### config.mk
export PLATFORM = sky130hd
export DESIGN_NAME = conv_encoder
export DESIGN_NICKNAME = d
export VERILOG_FILES = /design/src/rtl/conv_pkg.sv /design/src/rtl/conv_encoder_err_lfsr.sv /design/src/rtl/conv_encoder.sv
export SDC_FILE = /design/constraint.sdc
export NUM_CORES = 1
export LEC_CHECK = 0
export CORE_ASPECT_RATIO = 1.25
export CORE_MARGIN = 1.5
export CORE_UTILIZATION = 40
export DETAILED_ROUTE_END_ITERATION = 8
export GPL_TIMING_DRIVEN = 0
export HOLD_SLACK_MARGIN = 0.03
export SETUP_SLACK_MARGIN = 0.4
export SLEW_MARGIN = 20
export SYNTH_ARGS = -nofsm -noshare
export SYNTH_HDL_FRONTEND = slang
export SYNTH_HIERARCHICAL = 1
export SYNTH_SLANG_ARGS = --single-unit
### constraint.sdc
create_clock -name clk -period 2.2 [get_ports clk]
set_clock_uncertainty 0.05 [all_clocks]
set_input_delay 0.66 -clock clk [delete_from_list [all_inputs] [get_ports clk]]
set_output_delay 0.66 -clock clk [all_outputs]
set_load 0.005 [all_outputs]
### src/rtl/conv_pkg.sv
// Shared code definition for the K=4 rate-1/2 convolutional encoder and its Viterbi decoder.
package conv_pkg;

  localparam int          K        = 4;
  localparam logic [K-1:0] G0      = 4'b1101;
  localparam logic [K-1:0] G1      = 4'b1111;
  localparam int          TAIL_LEN = K - 1;

  typedef enum logic [1:0] {IDLE, DATA, TAIL} enc_state_t;

  // Window is {u, s0, s1, s2} with the newest bit in the MSB.
  function automatic logic parity(input logic [K-1:0] g, input logic [K-1:0] win);
    return ^(g & win);
  endfunction

endpackage

### src/rtl/conv_encoder_err_lfsr.sv
// Channel-error LFSR (x^16+x^14+x^13+x^11+1), present only when ERR_INJECT_EN is defined.
`ifdef ERR_INJECT_EN
module err_lfsr #(
  parameter logic [15:0] SEED = 16'hACE1
) (
  input  logic        clk,
  input  logic        rst,
  input  logic        reload,
  input  logic        step,
  output logic [15:0] state
);

  logic [15:0] lfsr_q, lfsr_d;

  always_comb begin
    lfsr_d = lfsr_q;
    if (reload)    lfsr_d = SEED;
    else if (step) lfsr_d = {lfsr_q[0] ^ lfsr_q[2] ^ lfsr_q[3] ^ lfsr_q[5], lfsr_q[15:1]};
  end

  always_ff @(posedge clk or negedge rst) begin
    if (!rst) lfsr_q <= SEED;
    else      lfsr_q <= lfsr_d;
  end

  assign state = lfsr_q;

endmodule
`endif

### src/rtl/conv_encoder.sv
// Framed rate-1/2 K=4 convolutional encoder with zero-tail termination.
// Optional ERR_INJECT_EN macro adds LFSR-driven inversion of out_sym[0].
module conv_encoder
  import conv_pkg::*;
#(
  parameter int         LEN_W      = 10,
  parameter logic [7:0] ERR_THRESH = 8'd0
) (
  input  logic             clk,
  input  logic             rst,
  input  logic             enable,
  input  logic             start,
  input  logic [LEN_W-1:0] frame_len,
  input  logic             in_valid,
  input  logic             in_bit,
  output logic             in_ready,
  output logic             out_valid,
  output logic [1:0]       out_sym,
  input  logic             out_ready,
  output logic             out_last,
  output logic             busy
);

  enc_state_t       state_q, state_d;
  logic [2:0]       sr_q, sr_d;       // {s2, s1, s0}
  logic [LEN_W-1:0] cnt_q, cnt_d;
  logic [LEN_W-1:0] len_q, len_d;
  logic [1:0]       tail_q, tail_d;
  logic             out_valid_q, out_valid_d;
  logic [1:0]       out_sym_q, out_sym_d;
  logic             out_last_q, out_last_d;

  logic             slot_free, load, u, fin, err_flip;
  logic [K-1:0]     win;

  assign slot_free = !out_valid_q || out_ready;
  assign win       = {u, sr_q[0], sr_q[1], sr_q[2]};

`ifdef ERR_INJECT_EN
  logic [15:0] lfsr;

  err_lfsr u_err_lfsr (
    .clk    (clk),
    .rst    (rst),
    .reload (!enable),
    .step   (load),
    .state  (lfsr)
  );

  assign err_flip = lfsr[7:0] < ERR_THRESH;
`else
  localparam logic [7:0] thresh_unused = ERR_THRESH;
  assign err_flip = 1'b0;
`endif

  always_comb begin
    state_d     = state_q;
    sr_d        = sr_q;
    cnt_d       = cnt_q;
    len_d       = len_q;
    tail_d      = tail_q;
    out_valid_d = out_valid_q;
    out_sym_d   = out_sym_q;
    out_last_d  = out_last_q;
    load        = 1'b0;
    u           = 1'b0;
    fin         = 1'b0;

    if (out_valid_q && out_ready) begin
      out_valid_d = 1'b0;
      out_last_d  = 1'b0;
    end

    if (!enable) begin
      state_d     = IDLE;
      sr_d        = '0;
      cnt_d       = '0;
      tail_d      = '0;
      out_valid_d = 1'b0;
      out_sym_d   = 2'b00;
      out_last_d  = 1'b0;
    end else begin
      case (state_q)
        IDLE: if (start) begin
          len_d   = frame_len;
          cnt_d   = '0;
          sr_d    = '0;
          tail_d  = '0;
          state_d = (frame_len == '0) ? TAIL : DATA;
        end
        DATA: if (in_valid && slot_free) begin
          load  = 1'b1;
          u     = in_bit;
          cnt_d = cnt_q + 1'b1;
          if (cnt_q == len_q - 1'b1) state_d = TAIL;
        end
        TAIL: if (slot_free) begin
          load   = 1'b1;
          tail_d = tail_q + 1'b1;
          if (tail_q == 2'(TAIL_LEN - 1)) begin
            fin     = 1'b1;
            state_d = IDLE;
          end
        end
        default: state_d = IDLE;
      endcase
    end

    // Every load replaces the pending symbol, so out_last follows the new one.
    if (load) begin
      out_valid_d = 1'b1;
      out_sym_d   = {parity(G0, win), parity(G1, win) ^ err_flip};
      out_last_d  = fin;
      sr_d        = {sr_q[1:0], u};
    end
  end

  always_ff @(posedge clk or negedge rst) begin
    if (!rst) begin
      state_q     <= IDLE;
      sr_q        <= '0;
      cnt_q       <= '0;
      len_q       <= '0;
      tail_q      <= '0;
      out_valid_q <= 1'b0;
      out_sym_q   <= 2'b00;
      out_last_q  <= 1'b0;
    end else begin
      state_q     <= state_d;
      sr_q        <= sr_d;
      cnt_q       <= cnt_d;
      len_q       <= len_d;
      tail_q      <= tail_d;
      out_valid_q <= out_valid_d;
      out_sym_q   <= out_sym_d;
      out_last_q  <= out_last_d;
    end
  end

  assign in_ready  = enable && (state_q == DATA) && slot_free;
  assign out_valid = out_valid_q;
  assign out_sym   = out_sym_q;
  assign out_last  = out_last_q;
  assign busy      = (state_q != IDLE);

endmodule
==> impl_metrics.ini, run 1 <==
[synth]
netlist_area_um2 = 1900
synth_warnings = 6
ys_ff_latch = 31
synth-edff-count = 0
yosysSeqAreaShare = 0.408
synth_fp_nets = 217
syn_area_per_cell_um2 = 9.81
synth_cells = 194
yosysUniqueCellTypes = 46
synth-async-reset-ratio = 1.00
ys.flop_type = dfrtp_1

[critical_path]
r2r_start = len_q[1]
critPathMaxFanout = 4
crit_type = flip-flop to flip-flop
ff2ff_path_depth = 6
cp-start-kind = flip-flop
end_kind = flip-flop
r2r-end = state_q[0]
r2r_slack_ns = 0.05
critPathArrivalTime_ns = 2.30
crit_required_ns = 2.35

[cts]
clkSlewWorstSetupHoldPaths_ns = 0.07
cts_max_level = 2
cts.sinks = 31
clock_latency_ns = 0.29
cts_hold_buffers = 0
clockBufferDepth = 2
cts_buffers = 5
root_buffer = clkbuf_8
cts_tree = done

[floorplanning]
die_w_um = 64.7
dieArea_um2 = 5180
die_h_um = 80.1
initial_core_util = 0.424
ios = 23
rows = 27
core_area_um2 = 4490

[place]
hpwl_um = 3220
place_ws_ns = -0.445
finalWeightedCongestion = 0.764
port-buffer-count = 21

[cells_and_area]
area_growth_pct = 36.4
diodes = 0
fin_nets = 263
drive_above_1_share = 0.317
n_fill_cell = 412
final_common_cell = dfrtp_1
final_cell_mix = dfrtp_1, nand2_1, buf_4

[drt]
ant_nets = 0
wirelength_um = 4600
wl_per_cell_um = 15.4
drt_iter0_drc = 78
vias_per_cell = 5.53
dr.pass1.iters = 4
vias = 1647
drc = 0

[sta]
drv_slew = 0
slew_headroom = 0.515
tns_ns = 0
min_period_ns = 2.15
period_share = 0.976
setup_viol = 0
layout_setup_ws_ns = 0.0537
worst_pin_slew_ns = 0.727
hold-worst-slack_ns = 0.377
hold_violations = 0
rsz0062_at_grt = yes
timing.fmax_mhz = 466

[power]
pwr-share-clk = 0.166
irDropWorstVdd_mv = 0.530
power_frac_comb = 0.505
p_total_mw = 2.75
p_leak_nw = 1.12
p_sw_frac = 0.394
p_sw_mw = 1.08
powerDensity_nw_per_um2 = 1060
p_seq_frac = 0.328
p_int_mw = 1.67

[grt]
grt_max_degree = 32
antenna_found_initial = 0
grt.total_usage = 0.191
grt_overflow = 0
grt_pass1_vias = 1729
grt_pass1_wl_um = 7650

[outcome]
status = completed

[flow_run]
drv_cap = 0

[hold_path]
hold_path_class = input pin to async pin
[metal layers]
layer  vias to the layer above  GRT usage  wire [µm]  share of wire
li1                        784          -          -              -
met1                       821      0.212       1830           0.40
met2                        35      0.357       2540           0.55
met3                         7     0.0434        169          0.037
met4                         0     0.0638         60          0.013
met5                         -          0          0              0
[critical path, stage by stage (launching register included)]
cell and delay (ns):
dfrtp_1 0.41, or4_4 0.56, nor2_4 0.13, xor2_1 0.07
o311a_1 0.33, o31ai_2 0.28, mux2i_1 0.24
[worst max-delay path by stage]
stage,startpoint,depth (start not counted),slack (ns),endpoint
2_1_floorplan,len_q[0],6,0.21,state_q[0]
3_3_place_gp,out_ready,7,-0.41,cnt_q[5]
3_5_place_dp,out_ready,7,-0.44,cnt_q[5]
4_1_cts,len_q[1],6,0.08,state_q[0]
5_1_grt,len_q[1],6,-0.07,state_q[0]
6_report,len_q[1],6,0.05,state_q[0]
[synth_stat cells (2+ instances only)]
library cell  count  share of area
nor2b_1           2         0.0066
nor3_1            3         0.0079
ha_1              6          0.039
nand3_1          10          0.026
nand2b_1          5          0.016
o21ai_0           7          0.018
o211a_1           2          0.011
nand4_1           7          0.023
o31ai_1           2         0.0079
nor2_1           13          0.026
clkbuf_1          2         0.0039
nor3b_1           2         0.0079
nor4_1            3         0.0099
mux2_2           11          0.065
dfrtp_1          31           0.41
a21boi_0          6          0.024
nand2_1          16          0.032
xor2_1           11          0.051
a21oi_1           6          0.016
buf_2             2         0.0053
and3_1            3         0.0099
xnor2_1           7          0.032
mux2i_1           3          0.016
inv_1            10          0.020
or3_1             3         0.0099
[power by group through the flow]
stage | Combinational, mW | Sequential, mW | Clock, mW
final | 1.39 | 0.902 | 0.457
after global routing | 1.50 | 0.927 | 0.495
after CTS | 1.21 | 0.889 | 0.470
after detailed placement | 1.04 | 0.902 | 0
after global placement | 0.999 | 0.898 | 0
after floorplan | 0.783 | 0.849 | 0
[metrics by stage]
stage	cells	util	cell area, µm²
after CTS	293	0.547	2460
after global placement	273	0.498	2240
after global routing	298	0.578	2590
after detailed placement	273	0.497	2230
after floorplan	194	-	1950
final	298	0.578	2590
[registers in the layout, summed over array words and instances (netlist names)]
name	count
len_q	10
sr_q	3
tail_q	2
state_q	2
out_last	1
out_sym	2
out_valid	1
cnt_q	10
[cell type report]
class / count / area (µm²) / area share
sequential: 31 / 778 / 0.300
clock buffer: 6 / 82.6 / 0.0318
multi-input combinational: 148 / 1230 / 0.473
timing repair buffer: 39 / 349 / 0.135
clock inverter: 1 / 5.00 / 0.00193
tap: 58 / 72.6 / 0.0280
buffer: 4 / 32.5 / 0.0125
inverter: 11 / 46.3 / 0.0178
[repair_timing]
item | CTS | global route
pin swaps | 9 | 6
setup endpoints to repair | 35 | 26
gates resized for setup | 27 | 28
buffers inserted | 13 | 5
[kinds of logic (layout without fill, tap and decap cells)]
group           after synthesis  count (layout)  share of synthesized area
simple gates                 75              75                      0.218
compound gates               35              35                      0.141
mux                          14              14                     0.0809
flops                        31              31                      0.408
xor+xnor                     18              18                     0.0828
fa+ha+maj                     6               6                     0.0394
buf+inv                      15              61                     0.0309
Power figures use the tool's default switching activity.
==> inputs of run 2 (changes only) <==
--- a/config.mk
+++ b/config.mk
@@ -9,6 +9,7 @@
 export CORE_MARGIN = 1.5
 export CORE_UTILIZATION = 40
 export DETAILED_ROUTE_END_ITERATION = 8
+export GPL_ROUTABILITY_DRIVEN = 0
 export GPL_TIMING_DRIVEN = 0
 export HOLD_SLACK_MARGIN = 0.03
 export SETUP_SLACK_MARGIN = 0.4
==> results of run 2 <==
Same layout as run 1: the final DEF is identical, and so are final timing and power.
==> inputs of run 3 (changes only) <==
==> constraint.sdc (replaced) <==
create_clock -name clk -period 2.5 [get_ports clk]
set_clock_uncertainty 0.05 [all_clocks]
set_input_delay 0.75 -clock clk [delete_from_list [all_inputs] [get_ports clk]]
set_output_delay 0.75 -clock clk [all_outputs]
set_load 0.005 [all_outputs]
==> run 3 against run 2 <==
Effect of this change:
- global-route usage shrank 0.98 points
- first-iteration DRC count shrank 35%
- sequential share of layout area grew 1.4 points
- register-to-register slack gained 0.32 ns
- via count shrank 2.8%
- critical path depth is the same
- combinational power shrank 21%
- flip-flop and latch count is the same
==> impl_metrics.ini, run 3 (synthesis results as in run 1) <==
[power]
p_sw_uw = 883
p_leak_nw = 1.07
p_sw_frac = 0.381
p_seq_frac = 0.335
irDropWorstVdd_mv = 0.630
p_int_mw = 1.43
power_frac_comb = 0.477
powerDensity_nw_per_um2 = 935
p_total_mw = 2.32
pwr-share-clk = 0.188

[floorplanning]
die_w_um = 64.7
core_area_um2 = 4490
initial_core_util = 0.424
rows = 27
ios = 23
die_h_um = 80.1
dieArea_um2 = 5180

[cells_and_area]
final_cell_mix = dfrtp_1, buf_4, clkdlybuf4s50_1
diodes = 0
stdcell_area_um2 = 2480
final_common_cell = dfrtp_1
reg.largest.list = cnt_q x10, len_q x10, sr_q x3
n_fill_cell = 418
area_growth_pct = 30.2
fin_nets = 260
drive_above_1_share = 0.265

[sta]
setup_viol = 0
tns_ns = 0
hold_violations = 0
period_share = 0.849
min_period_ns = 2.12
timing.fmax_mhz = 471
worst_pin_slew_ns = 0.698
rsz0062_at_grt = yes
slew_headroom = 0.535
drv_slew = 0

[critical_path]
r2r_slack_ns = 0.38
cp-start-kind = flip-flop
critPathMaxFanout = 4
critPathArrivalTime_ns = 2.27
crit_required_ns = 2.65
ff2ff_path_depth = 6
end_kind = flip-flop
crit_start = len_q[1]
r2r-end = state_q[0]
crit_type = flip-flop to flip-flop
endpoint = state_q[0]
r2r_start = len_q[1]

[drt]
ant_nets = 0
drt_iter0_drc = 51
drc = 0
vias = 1601
wl_per_cell_um = 14.8
vias_per_cell = 5.41
wirelength_um = 4370
dr.pass1.iters = 4

[cts]
cts_buffers = 5
root_buffer = clkbuf_8
clock_latency_ns = 0.28
clockBufferDepth = 2
clkSlewWorstSetupHoldPaths_ns = 0.07
cts_tree = done
cts.sinks = 31
cts_max_level = 2

[place]
hpwl_um = 3150
port-buffer-count = 21
place_area_um2 = 2200

[grt]
grt_pass1_wl_um = 7330
antenna_found_initial = 0
grt_pass1_vias = 1615
grt.total_usage = 0.182
grt_overflow = 0
grt_max_degree = 32

[hold_path]
hold_path_class = input pin to async pin

[flow_run]
drv_cap = 0

[outcome]
status = completed
[run 3: cell count changes in the layout (fill, tap and decap cells not counted), moves of 2 or more]
cell | previous run | this run
dlygate4sd2_1 | 6 | 1
clkbuf_2 | 1 | 3
nand3_1 | 8 | 10
clkdlybuf4s50_1 | 11 | 15
buf_6 | 6 | 0
buf_4 | 13 | 16
inv_4 | 2 | 0
[run 3: worst max-delay path, stage by stage (launching register included)]
cell and delay, ns:
dfrtp_1 0.41, or4_4 0.55, nor2_4 0.15, and4_1 0.21, o2111ai_2 0.13, o31ai_2 0.30
mux2i_1 0.23
[run 3: through the flow]
stage | hold WS (ns) | instances | setup slack [ns] | utilization
2_1_floorplan | 0.404 | 194 | 0.411 | -
3_3_place_gp | 0.436 | 273 | -0.302 | 0.492
3_5_place_dp | 0.438 | 273 | -0.336 | 0.490
4_1_cts | 0.473 | 292 | 0.267 | 0.542
5_1_grt | 0.508 | 296 | 0.234 | 0.551
6_report | 0.462 | 296 | 0.378 | 0.551
[run 3: final cells by class]
class	count	area, µm²	share of cell area
sequential	31	777	0.314
timing repair buffer	36	304	0.123
tap	58	72.6	0.0293
buffer	4	20.0	0.00808
clock buffer	8	100	0.0404
multi-input combinational	148	1160	0.469
inverter	11	41.3	0.0167
[run 3: timing repair]
action | in CTS | in global routing
setup buffers | 11 | 4
hold buffers | 0 | 0
pin swaps | 8 | 5
setup endpoints to repair | 16 | 9
resized for setup | 19 | 11
endpoints found under the hold margin | 0 | 0
[run 3: worst min path at each step]
stage | startpoint | to | cells past startpoint
floorplan | rst | cnt_q[0] | 0
global placement | out_valid | out_last | 1
detailed placement | out_valid | out_last | 1
CTS | out_valid | out_last | 1
global route | out_valid | out_last | 1
finish | rst | cnt_q[6] | 1
[run 3: power by group through the flow]
stage	clock (mW)	sequential, mW	combinational, mW
floorplan	0	0.745	0.682
global placement	0	0.788	0.870
detailed placement	0	0.790	0.901
CTS	0.447	0.774	1.07
global route	0.466	0.796	1.21
finish	0.435	0.776	1.10
[run 3: routing by layer]
metal	global-route usage	vias to the layer above	wire length (µm)
met5	0	-	0
met4	0.0574	0	46
met3	0.0462	5	140
met2	0.329	29	2280
met1	0.208	788	1900
li1	-	779	-
==> RTL edit: new RTL, settings of run 2 <==
Re-encode `enc_state_t` (3 states) as one-hot, 3 bits wide.
--- a/src/rtl/conv_pkg.sv
+++ b/src/rtl/conv_pkg.sv
@@ -7,5 +7,5 @@
   localparam int          TAIL_LEN = K - 1;
 
-  typedef enum logic [1:0] {IDLE, DATA, TAIL} enc_state_t;
+  typedef enum logic [2:0] {IDLE = 3'b001, DATA = 3'b010, TAIL = 3'b100} enc_state_t;
 
   // Window is {u, s0, s1, s2} with the newest bit in the MSB.
Check against the original RTL: no difference found for any inputs over 10 cycles, from zero or initial values and one cycle with rst low; not proved beyond that.
==> RTL edit against run 2 <==
Area after synthesis is 2.2% lower; sequential cell count is 1 higher; total power is 2.3% lower; synthesized cell count is 0.52% higher; worst setup slack better by 21 ps; clock power is 36% higher; cell area is 0.19% higher; utilization is 0.99 points higher; routed wire length is 0.43% higher.
==> RTL edit: results (changes against run 2) <==
top cell type's share of synthesized area: 0.417 (+0.00932)
post-DR wirelength/cell: 15.1 µm (-2.2%)
fillers: 384 (-6.8%)
first-pass GRT wire length: 8.04 mm (+5.1%)
slowest CP cell: or4b_4
DP Cell Count: 275 (+0.73%)
Worst slew margin: 0.514 (-0.00138)
# nets final: 267 (+1.5%)
PD cells: 1030 nW/µm² (-2.5%)
crit-path max cell delay: 510 ps (-50 ps)
largest net degree at the start of global routing: 33 (+3.1%)
Max IR drop VDD: 0.644 mV (+21%)
Largest regs: cnt_q x10, len_q x10
number of port buffers: 22 (+4.8%)
CTS resizes: 42 (+56%)
fraction of layout cells with a size suffix above 1: 0.323 (+0.00591)
Cells after Synth: 195 (+0.52%)
post-DP HPWL: 3.19 mm (-0.79%)
register area share after synthesis: 0.431 (+0.0234)
dpl cell area: 2200 µm² (-1.3%)
drt via density: 5.48 (-0.78%)
Post-Place Worst Slack: -791 ps (-346 ps)
GRT Overall Usage: 0.204 (+0.0123)
vias in the first global route: 1769 (+2.3%)
top cells by area, synth: dfrtp_1, mux2_2, xnor2_1, xor2_1, nand2_1
Post CTS Setup Buffer Count: 19 (+6)
main flop type after synthesis: dfrtp_1
Cell variety after synth: 45 (-2.2%)
status: complete, no violations
[RTL edit: worst paths after layout]
| check | startpoint | end | slack [ps] | cells past startpoint |
|---|---|---|---|---|
| min in group clk | out_sym[0]$_DFFE_PN0P_ | out_sym[0]$_DFFE_PN0P_ | 420 | 2 |
| max reg2reg | len_q[0]$_DFFE_PN0P_ | state_q[1]$_DFFE_PN0P_ | 70 | 8 |
| max | len_q[0]$_DFFE_PN0P_ | state_q[1]$_DFFE_PN0P_ | 70 | 8 |
| min reg2reg | out_sym[0]$_DFFE_PN0P_ | out_sym[0]$_DFFE_PN0P_ | 420 | 2 |
| max in group asynchronous | rst | len_q[0]$_DFFE_PN0P_ | 1210 | 1 |
| min | rst | sr_q[2]$_DFFE_PN0P_ | 380 | 1 |
[RTL edit: power by group]
part | switching (µW) | internal [µW]
sequential | 164 | 720
clock | 222 | 400
combinational | 556 | 621
total | 943 | 1740
[RTL edit: cell families after synthesis]
| kind of cell | Yosys count | share of synthesized area |
|---|---|---|
| AND/OR/NAND/NOR | 74 | 0.210 |
| AO/OA/AOI/OAI | 38 | 0.141 |
| flip-flops | 32 | 0.431 |
| XOR/XNOR | 20 | 0.0942 |
| buffers and inverters | 16 | 0.0323 |
| multiplexers | 12 | 0.0713 |
| adder cells (fa/ha/maj) | 3 | 0.0202 |
[RTL edit: final cells by class]
type,count,area share
Clock buffer,7,0.0371
Multi-Input combinational cell,147,0.437
Timing Repair Buffer,45,0.146
Inverter,12,0.0173
Buffer,4,0.0140
Tap cell,58,0.0279
Clock inverter,1,0.0115
Sequential cell,32,0.309
[RTL edit: routing by layer]
metal	routed length [µm]	GRT usage
met5	0	0
met1	1790	0.225
met3	193	0.0482
met2	2490	0.361
met4	148	0.100
